`config.mk`:
```
export PLATFORM = sky130hd
export DESIGN_NAME = rcpu_io_uart
export DESIGN_NICKNAME = d
export VERILOG_FILES = /design/src/rtl/rcpu_io_uart.sv
export SDC_FILE = /design/constraint.sdc
export NUM_CORES = 1
export LEC_CHECK = 0
export CAP_MARGIN = 20
export CORE_MARGIN = 3
export CORE_UTILIZATION = 35
export CTS_CLUSTER_DIAMETER = 150
export CTS_CLUSTER_SIZE = 24
export DETAILED_ROUTE_END_ITERATION = 12
export GPL_ROUTABILITY_DRIVEN = 0
export HOLD_SLACK_MARGIN = 0.08
export PLACE_DENSITY = 0.59
export SETUP_SLACK_MARGIN = 0.2
export SYNTH_ARGS = -nofsm -noshare
export SYNTH_HDL_FRONTEND = slang
export SYNTH_SLANG_ARGS = --single-unit
```
`constraint.sdc`:
```
create_clock -name clk -period 7.45 [get_ports clk]
set_input_delay 0.745 -clock clk [delete_from_list [all_inputs] [get_ports clk]]
set_output_delay 0.745 -clock clk [all_outputs]
set_load 0.1 [all_outputs]
```
`src/rtl/rcpu_io_uart.sv`:
```
// rcpu_io_uart: memory-mapped UART on the CPU IO bus.
// Register map at BASE_ADDR: +0 TXDATA (push), +1 RXDATA (pop), +2 STATUS.
// Bus vectors are numbered [0:15], so bit 15 is the LSB and bytes live in [8:15].
module rcpu_io_uart #(
    parameter int          CLK_DIV   = 104,
    parameter int          TX_DEPTH  = 8,
    parameter logic [15:0] BASE_ADDR = 16'hFF00
) (
    input  logic        clk,
    input  logic        reset,
    input  logic        io_read_enable,
    input  logic        io_write_enable,
    input  logic [0:15] io_addr,
    input  logic [0:15] io_write_data,
    output logic [0:15] io_read_data,
    input  logic        uart_rx,
    output logic        uart_tx
);
    localparam int AW   = $clog2(TX_DEPTH);
    localparam int CW   = AW + 1;
    localparam int DIVW = $clog2(CLK_DIV);
    localparam logic [DIVW-1:0] DIV_LAST  = DIVW'(CLK_DIV - 1);
    // START is entered one cycle after the line is seen low, so load two short of half a bit
    localparam logic [DIVW-1:0] HALF_LOAD = DIVW'(CLK_DIV / 2 - 2);
    localparam logic [15:0] ADDR_TX = BASE_ADDR;
    localparam logic [15:0] ADDR_RX = BASE_ADDR + 16'd1;
    localparam logic [15:0] ADDR_ST = BASE_ADDR + 16'd2;

    typedef enum logic [1:0] {TX_IDLE, TX_START, TX_DATA, TX_STOP} tx_state_t;
    typedef enum logic [1:0] {RX_IDLE, RX_START, RX_DATA, RX_STOP} rx_state_t;

    logic [7:0]      r_fifo [TX_DEPTH];
    logic [AW-1:0]   r_wp, r_rp;
    logic [CW-1:0]   r_count;
    logic            w_tx_full, w_tx_empty, w_push, w_pop;

    tx_state_t       r_tx_state, w_tx_next;
    logic [DIVW-1:0] r_tx_cnt, w_tx_cnt_next;
    logic [2:0]      r_tx_bit, w_tx_bit_next;
    logic [7:0]      r_tx_shift, w_tx_shift_next;
    logic            r_tx_line, w_tx_line_next;

    logic [1:0]      r_rx_sync;
    logic            r_rx_prev, w_rx;
    rx_state_t       r_rx_state, w_rx_next;
    logic [DIVW-1:0] r_rx_cnt, w_rx_cnt_next;
    logic [2:0]      r_rx_bit, w_rx_bit_next;
    logic [7:0]      r_rx_shift, w_rx_shift_next;
    logic            w_rx_done;

    logic [7:0]      r_rx_byte;
    logic            r_rx_valid, r_overrun, r_frame_err;
    logic            w_rd_rx, w_clr;
    logic [0:15]     w_status, r_rd;
    logic            w_unused;

    assign w_tx_full  = (r_count == CW'(TX_DEPTH));
    assign w_tx_empty = (r_count == '0);
    assign w_push     = io_write_enable && (io_addr == ADDR_TX) && !w_tx_full;
    assign w_pop      = (r_tx_state == TX_IDLE) && !w_tx_empty;
    assign w_rx       = r_rx_sync[1];
    assign w_rd_rx    = io_read_enable && (io_addr == ADDR_RX);
    assign w_clr      = io_write_enable && (io_addr == ADDR_ST) && io_write_data[12];
    assign uart_tx      = r_tx_line;
    assign io_read_data = r_rd;
    assign w_unused   = ^io_write_data[0:7];

    // TX FIFO storage, no reset needed since occupancy gates every read
    always_ff @(posedge clk) begin
        if (w_push) r_fifo[r_wp] <= io_write_data[8:15];
    end

    // TX FIFO pointers and occupancy; full is judged at start of cycle
    always_ff @(posedge clk) begin
        if (reset) begin
            r_wp    <= '0;
            r_rp    <= '0;
            r_count <= '0;
        end else begin
            if (w_push) r_wp <= r_wp + 1'b1;
            if (w_pop)  r_rp <= r_rp + 1'b1;
            r_count <= r_count + CW'(w_push) - CW'(w_pop);
        end
    end

    // TX state register and serialiser datapath
    always_ff @(posedge clk) begin
        if (reset) begin
            r_tx_state <= TX_IDLE;
            r_tx_cnt   <= '0;
            r_tx_bit   <= '0;
            r_tx_shift <= '0;
            r_tx_line  <= 1'b1;
        end else begin
            r_tx_state <= w_tx_next;
            r_tx_cnt   <= w_tx_cnt_next;
            r_tx_bit   <= w_tx_bit_next;
            r_tx_shift <= w_tx_shift_next;
            r_tx_line  <= w_tx_line_next;
        end
    end

    // TX next state: line level is registered so it changes with the state
    always_comb begin
        w_tx_next       = r_tx_state;
        w_tx_cnt_next   = r_tx_cnt;
        w_tx_bit_next   = r_tx_bit;
        w_tx_shift_next = r_tx_shift;
        w_tx_line_next  = r_tx_line;
        case (r_tx_state)
            TX_IDLE: begin
                w_tx_line_next = 1'b1;
                if (!w_tx_empty) begin
                    w_tx_next       = TX_START;
                    w_tx_cnt_next   = DIV_LAST;
                    w_tx_shift_next = r_fifo[r_rp];
                    w_tx_line_next  = 1'b0;
                end
            end
            TX_START: begin
                if (r_tx_cnt == '0) begin
                    w_tx_next      = TX_DATA;
                    w_tx_cnt_next  = DIV_LAST;
                    w_tx_bit_next  = 3'd0;
                    w_tx_line_next = r_tx_shift[0];
                end else w_tx_cnt_next = r_tx_cnt - 1'b1;
            end
            TX_DATA: begin
                if (r_tx_cnt == '0) begin
                    w_tx_cnt_next = DIV_LAST;
                    if (r_tx_bit == 3'd7) begin
                        w_tx_next      = TX_STOP;
                        w_tx_line_next = 1'b1;
                    end else begin
                        w_tx_bit_next   = r_tx_bit + 3'd1;
                        w_tx_shift_next = r_tx_shift >> 1;
                        w_tx_line_next  = r_tx_shift[1];
                    end
                end else w_tx_cnt_next = r_tx_cnt - 1'b1;
            end
            TX_STOP: begin
                if (r_tx_cnt == '0) w_tx_next = TX_IDLE;
                else                w_tx_cnt_next = r_tx_cnt - 1'b1;
            end
            default: w_tx_next = TX_IDLE;
        endcase
    end

    // RX synchroniser, previous-sample flop for edge detect, and RX state register
    always_ff @(posedge clk) begin
        if (reset) begin
            r_rx_sync  <= 2'b11;
            r_rx_prev  <= 1'b1;
            r_rx_state <= RX_IDLE;
            r_rx_cnt   <= '0;
            r_rx_bit   <= '0;
            r_rx_shift <= '0;
        end else begin
            r_rx_sync  <= {r_rx_sync[0], uart_rx};
            r_rx_prev  <= w_rx;
            r_rx_state <= w_rx_next;
            r_rx_cnt   <= w_rx_cnt_next;
            r_rx_bit   <= w_rx_bit_next;
            r_rx_shift <= w_rx_shift_next;
        end
    end

    // RX next state: mid-bit sampling driven by the down-counter reaching zero
    always_comb begin
        w_rx_next       = r_rx_state;
        w_rx_cnt_next   = r_rx_cnt;
        w_rx_bit_next   = r_rx_bit;
        w_rx_shift_next = r_rx_shift;
        w_rx_done       = 1'b0;
        case (r_rx_state)
            RX_IDLE: begin
                if (r_rx_prev && !w_rx) begin
                    w_rx_next     = RX_START;
                    w_rx_cnt_next = HALF_LOAD;
                end
            end
            RX_START: begin
                if (r_rx_cnt == '0) begin
                    if (!w_rx) begin
                        w_rx_next     = RX_DATA;
                        w_rx_cnt_next = DIV_LAST;
                        w_rx_bit_next = 3'd0;
                    end else w_rx_next = RX_IDLE;
                end else w_rx_cnt_next = r_rx_cnt - 1'b1;
            end
            RX_DATA: begin
                if (r_rx_cnt == '0) begin
                    w_rx_shift_next = {w_rx, r_rx_shift[7:1]};
                    w_rx_cnt_next   = DIV_LAST;
                    if (r_rx_bit == 3'd7) w_rx_next = RX_STOP;
                    else                  w_rx_bit_next = r_rx_bit + 3'd1;
                end else w_rx_cnt_next = r_rx_cnt - 1'b1;
            end
            RX_STOP: begin
                if (r_rx_cnt == '0) begin
                    w_rx_done = 1'b1;
                    w_rx_next = RX_IDLE;
                end else w_rx_cnt_next = r_rx_cnt - 1'b1;
            end
            default: w_rx_next = RX_IDLE;
        endcase
    end

    // Receive holding register and sticky errors; a new error beats a same-cycle clear
    always_ff @(posedge clk) begin
        if (reset) begin
            r_rx_byte   <= '0;
            r_rx_valid  <= 1'b0;
            r_overrun   <= 1'b0;
            r_frame_err <= 1'b0;
        end else begin
            if (w_clr) begin
                r_overrun   <= 1'b0;
                r_frame_err <= 1'b0;
            end
            if (w_rx_done && w_rx) begin
                if (r_rx_valid && !w_rd_rx) r_overrun <= 1'b1;
                else begin
                    r_rx_byte  <= r_rx_shift;
                    r_rx_valid <= 1'b1;
                end
            end else if (w_rd_rx) r_rx_valid <= 1'b0;
            if (w_rx_done && !w_rx) r_frame_err <= 1'b1;
        end
    end

    // STATUS word assembly
    always_comb begin
        w_status     = '0;
        w_status[15] = w_tx_full;
        w_status[14] = w_tx_empty;
        w_status[13] = r_rx_valid;
        w_status[12] = r_overrun;
        w_status[11] = (r_tx_state != TX_IDLE);
        w_status[10] = r_frame_err;
    end

    // Registered read data, held while no read is strobed
    always_ff @(posedge clk) begin
        if (reset) r_rd <= '0;
        else if (io_read_enable) begin
            case (io_addr)
                ADDR_RX: r_rd <= {8'h00, r_rx_byte};
                ADDR_ST: r_rd <= w_status;
                default: r_rd <= '0;
            endcase
        end
    end
endmodule

```
==> flow_summary.json <==
{
  "cts_buffer_depth": 2,
  "vdd_drop_max_mv": 0.1923,
  "grt_pass1_wl_mm": 22.64,
  "dpl.hpwl_mm": 9.331,
  "worstPathRequired_ps": 7490,
  "antenna_left": 0,
  "synth_async_sr_flop_share_pct": 0,
  "drt-total-wl_mm": 13.75,
  "core_region_area_sq_um": 17660,
  "max_freq_mhz": 290.5,
  "synth_flop_cell": "dfxtp_1",
  "finalSetupViolations": 0,
  "first_iter_violations": 288,
  "dp_cells": 820,
  "layout.cells.non_filler": 852,
  "cts.clk_slew.worst_paths_ps": 60,
  "powerDensity_nw_per_um2": 334.6,
  "rsz0062_at_grt": "false",
  "antenna_found_initial": 0,
  "syn_inst": 579,
  "io-pin-count": 54,
  "min_path_type": "flop to flop",
  "gr-total-overflow": 0,
  "p_leak_nw": 2.626,
  "dieArea_sq_um": 20050,
  "path_max_fanout": 8,
  "maxSlewViolCount": 0,
  "min_path_cells": 1,
  "antenna_cells": 0,
  "grtUsageTotal_pct": 14.05,
  "min_period_over_period_pct": 46.21,
  "finalPower_mw": 2.556,
  "outcome": "completed",
  "cp_data_arrival_time_ps": 3490,
  "ys_types": 63,
  "setup_ws_ps": 4007,
  "fin_area_sq_um": 7639,
  "critPathLaunch": "io_addr[12]",
  "fin_skew_ps": 10.50,
  "tightestPinTransition_ps": 987.9,
  "relSlewSlack_pct": 33.53,
  "fin_crit_ps": 3443,
  "critPathLaunchType": "input pin",
  "cts_sinks": 140,
  "cts-root-buf": "clkbuf_16",
  "worstSkewPairLatency_ps": 420,
  "start_util_pct": 36.45,
  "netlist_area_sq_um": 6436,
  "fillCellCount": 1671,
  "yosys_warnings": 0,
  "placed_area_sq_um": 7018,
  "numCtsBuffers": 17,
  "num_vias": 4602,
  "reg2reg_from": "r_rx_cnt[0]$_SDFFE_PP0P_",
  "grt_pass1_vias": 4542,
  "drtPass1Iterations": 5,
  "rr_worst_depth": 6,
  "die_w_um": 141.6,
  "hp-start": "r_rx_sync[0]$_SDFF_PP1_",
  "cts_setup_buffers": 0,
  "h-tree-depth": 4,
  "dieHeight_um": 141.6,
  "area_delta_synth_final_pct": 18.68,
  "ys_seq_area_share_pct": 53.50,
  "cts_resized": 0,
  "avgRoutedWirePerCell_um": 16.14,
  "hold_viol": 0,
  "core.rowCount": 48,
  "crit_type": "input pin to flop",
  "drv_cap": 0,
  "final_layout_size_suffix_gt1_share_pct": 10.85,
  "synth_seq_cells": 140,
  "final.setup.tns_ps": 0,
  "grt_max_degree": 50,
  "cp-end-kind": "flop",
  "avgViaCountPerCell": 5.401,
  "place_ws_ps": 3506,
  "drc_errors": 0,
  "cts_tree": "yes",
  "io_buffers": 37,
  "postCtsHoldBufs": 0,
  "synth-edff-count": 64,
  "nNetsFinal": 677,
  "syn_area_per_cell_sq_um": 11.12
}
Yosys cell counts (all sizes together) (6+ instances only):
library cell,number,share of area (%)
dfxtp,76,24
nor4,8,1.1
edfxtp,64,30
mux4,16,5.6
nand2,42,2.4
or4,6,0.76
mux2i,18,2.8
inv,29,1.7
nor2,47,2.7
o21ai,26,2.0
nand2b,7,0.68
a21oi,32,2.5
nand4,8,0.78
and2,6,0.58
nor3,7,0.54
a221o,8,1.2
ha,25,4.9
nand3,26,2.0
a32oi,9,1.2
clkbuf,17,0.99
buf,15,1.4
and3,6,0.58
worst max-delay path, cell delays in order:
cell             delay [ps]
clkdlybuf4s50_1         400
or4_4                   560
or4_1                   600
or3_1                   480
nor2_1                  700
cell families (layout without fill, tap and decap cells):
kind of cell               count (synthesis)  after routing  synth area share, %
AOI/OAI and AO/OA                        122            122                12.77
xor gates and xnor gates                   5              5               0.6805
adders and majority gates                 26             26                5.171
buffers and inverters                     61            102                4.063
DFF                                      140            140                53.50
muxes                                     34             34                8.398
other                                      1              8              0.05826
and+or+nand+nor                          190            190                15.36
routing by layer:
layer | routed length, um | GRT usage [%] | share of wire [%] | vias up
li1 | - | - | - | 2224
met5 | 0 | 0 | 0 | -
met1 | 6507 | 18.81 | 47 | 2234
met3 | 575 | 3.438 | 4.2 | 15
met2 | 6514 | 22.54 | 47 | 129
met4 | 156 | 4.444 | 1.1 | 0
path summary, 6_finish.rpt:
check / end / slack [ps]
hold reg to reg: r_rx_sync[1]$_SDFF_PP1_ / 410
hold / removal: r_rx_sync[1]$_SDFF_PP1_ / 410
setup / recovery: r_fifo[4][4]$_DFFE_PP_ / 4010
setup reg to reg: r_rx_cnt[2]$_SDFFE_PP0P_ / 4780
through the flow:
step	utilization [%]	hold slack [ps]
6_report	43.26	413.7
5_1_grt	43.26	439.9
4_1_cts	43.26	416.9
3_5_place_dp	39.75	397.7
3_3_place_gp	39.59	402.2
2_1_floorplan	-	389.5
cells in the final DEF, fill, tap and decap left out, drive strengths merged, types with 9 or more instances in the layout:
master / instances
dfxtp: 76
edfxtp: 64
nor2: 47
nand2: 42
inv: 38
clkdlybuf4s50: 36
a21oi: 32
nand3: 26
o21ai: 26
ha: 25
mux2i: 18
clkbuf: 17
mux4: 16
a32oi: 9
final cells by class:
cell class	instances	area, sq um	share of cell area [%]
repair buffers	41	415.4	5.438
well taps	225	281.5	3.686
multi-input cells	385	2769	36.25
clock buffers	17	425.4	5.569
flip-flops and latches	140	3443	45.08
inverters	29	108.9	1.425
clock inverters	15	195.2	2.555
power by group:
part           switching [mW]  leakage (nW)  internal, mW
Clock                   0.379         0.304         0.487
Combinational           0.420          1.13         0.311
Sequential             0.0846          1.19         0.875
Total                   0.884          2.63          1.67
state kept, by name (all words and copies together), names as in the netlist, 2 cells and up, named ones only:
name          cells
r_rx_sync         2
r_rx_cnt          7
r_wp              3
r_rx_bit          3
r_fifo           64
io_read_data      8
r_rx_byte         8
r_count           4
r_rp              3
r_tx_cnt          7
r_rx_shift        8
r_tx_shift        8
r_tx_state        2
r_tx_bit          3
No activity file was read; power rests on OpenSTA's default activity.
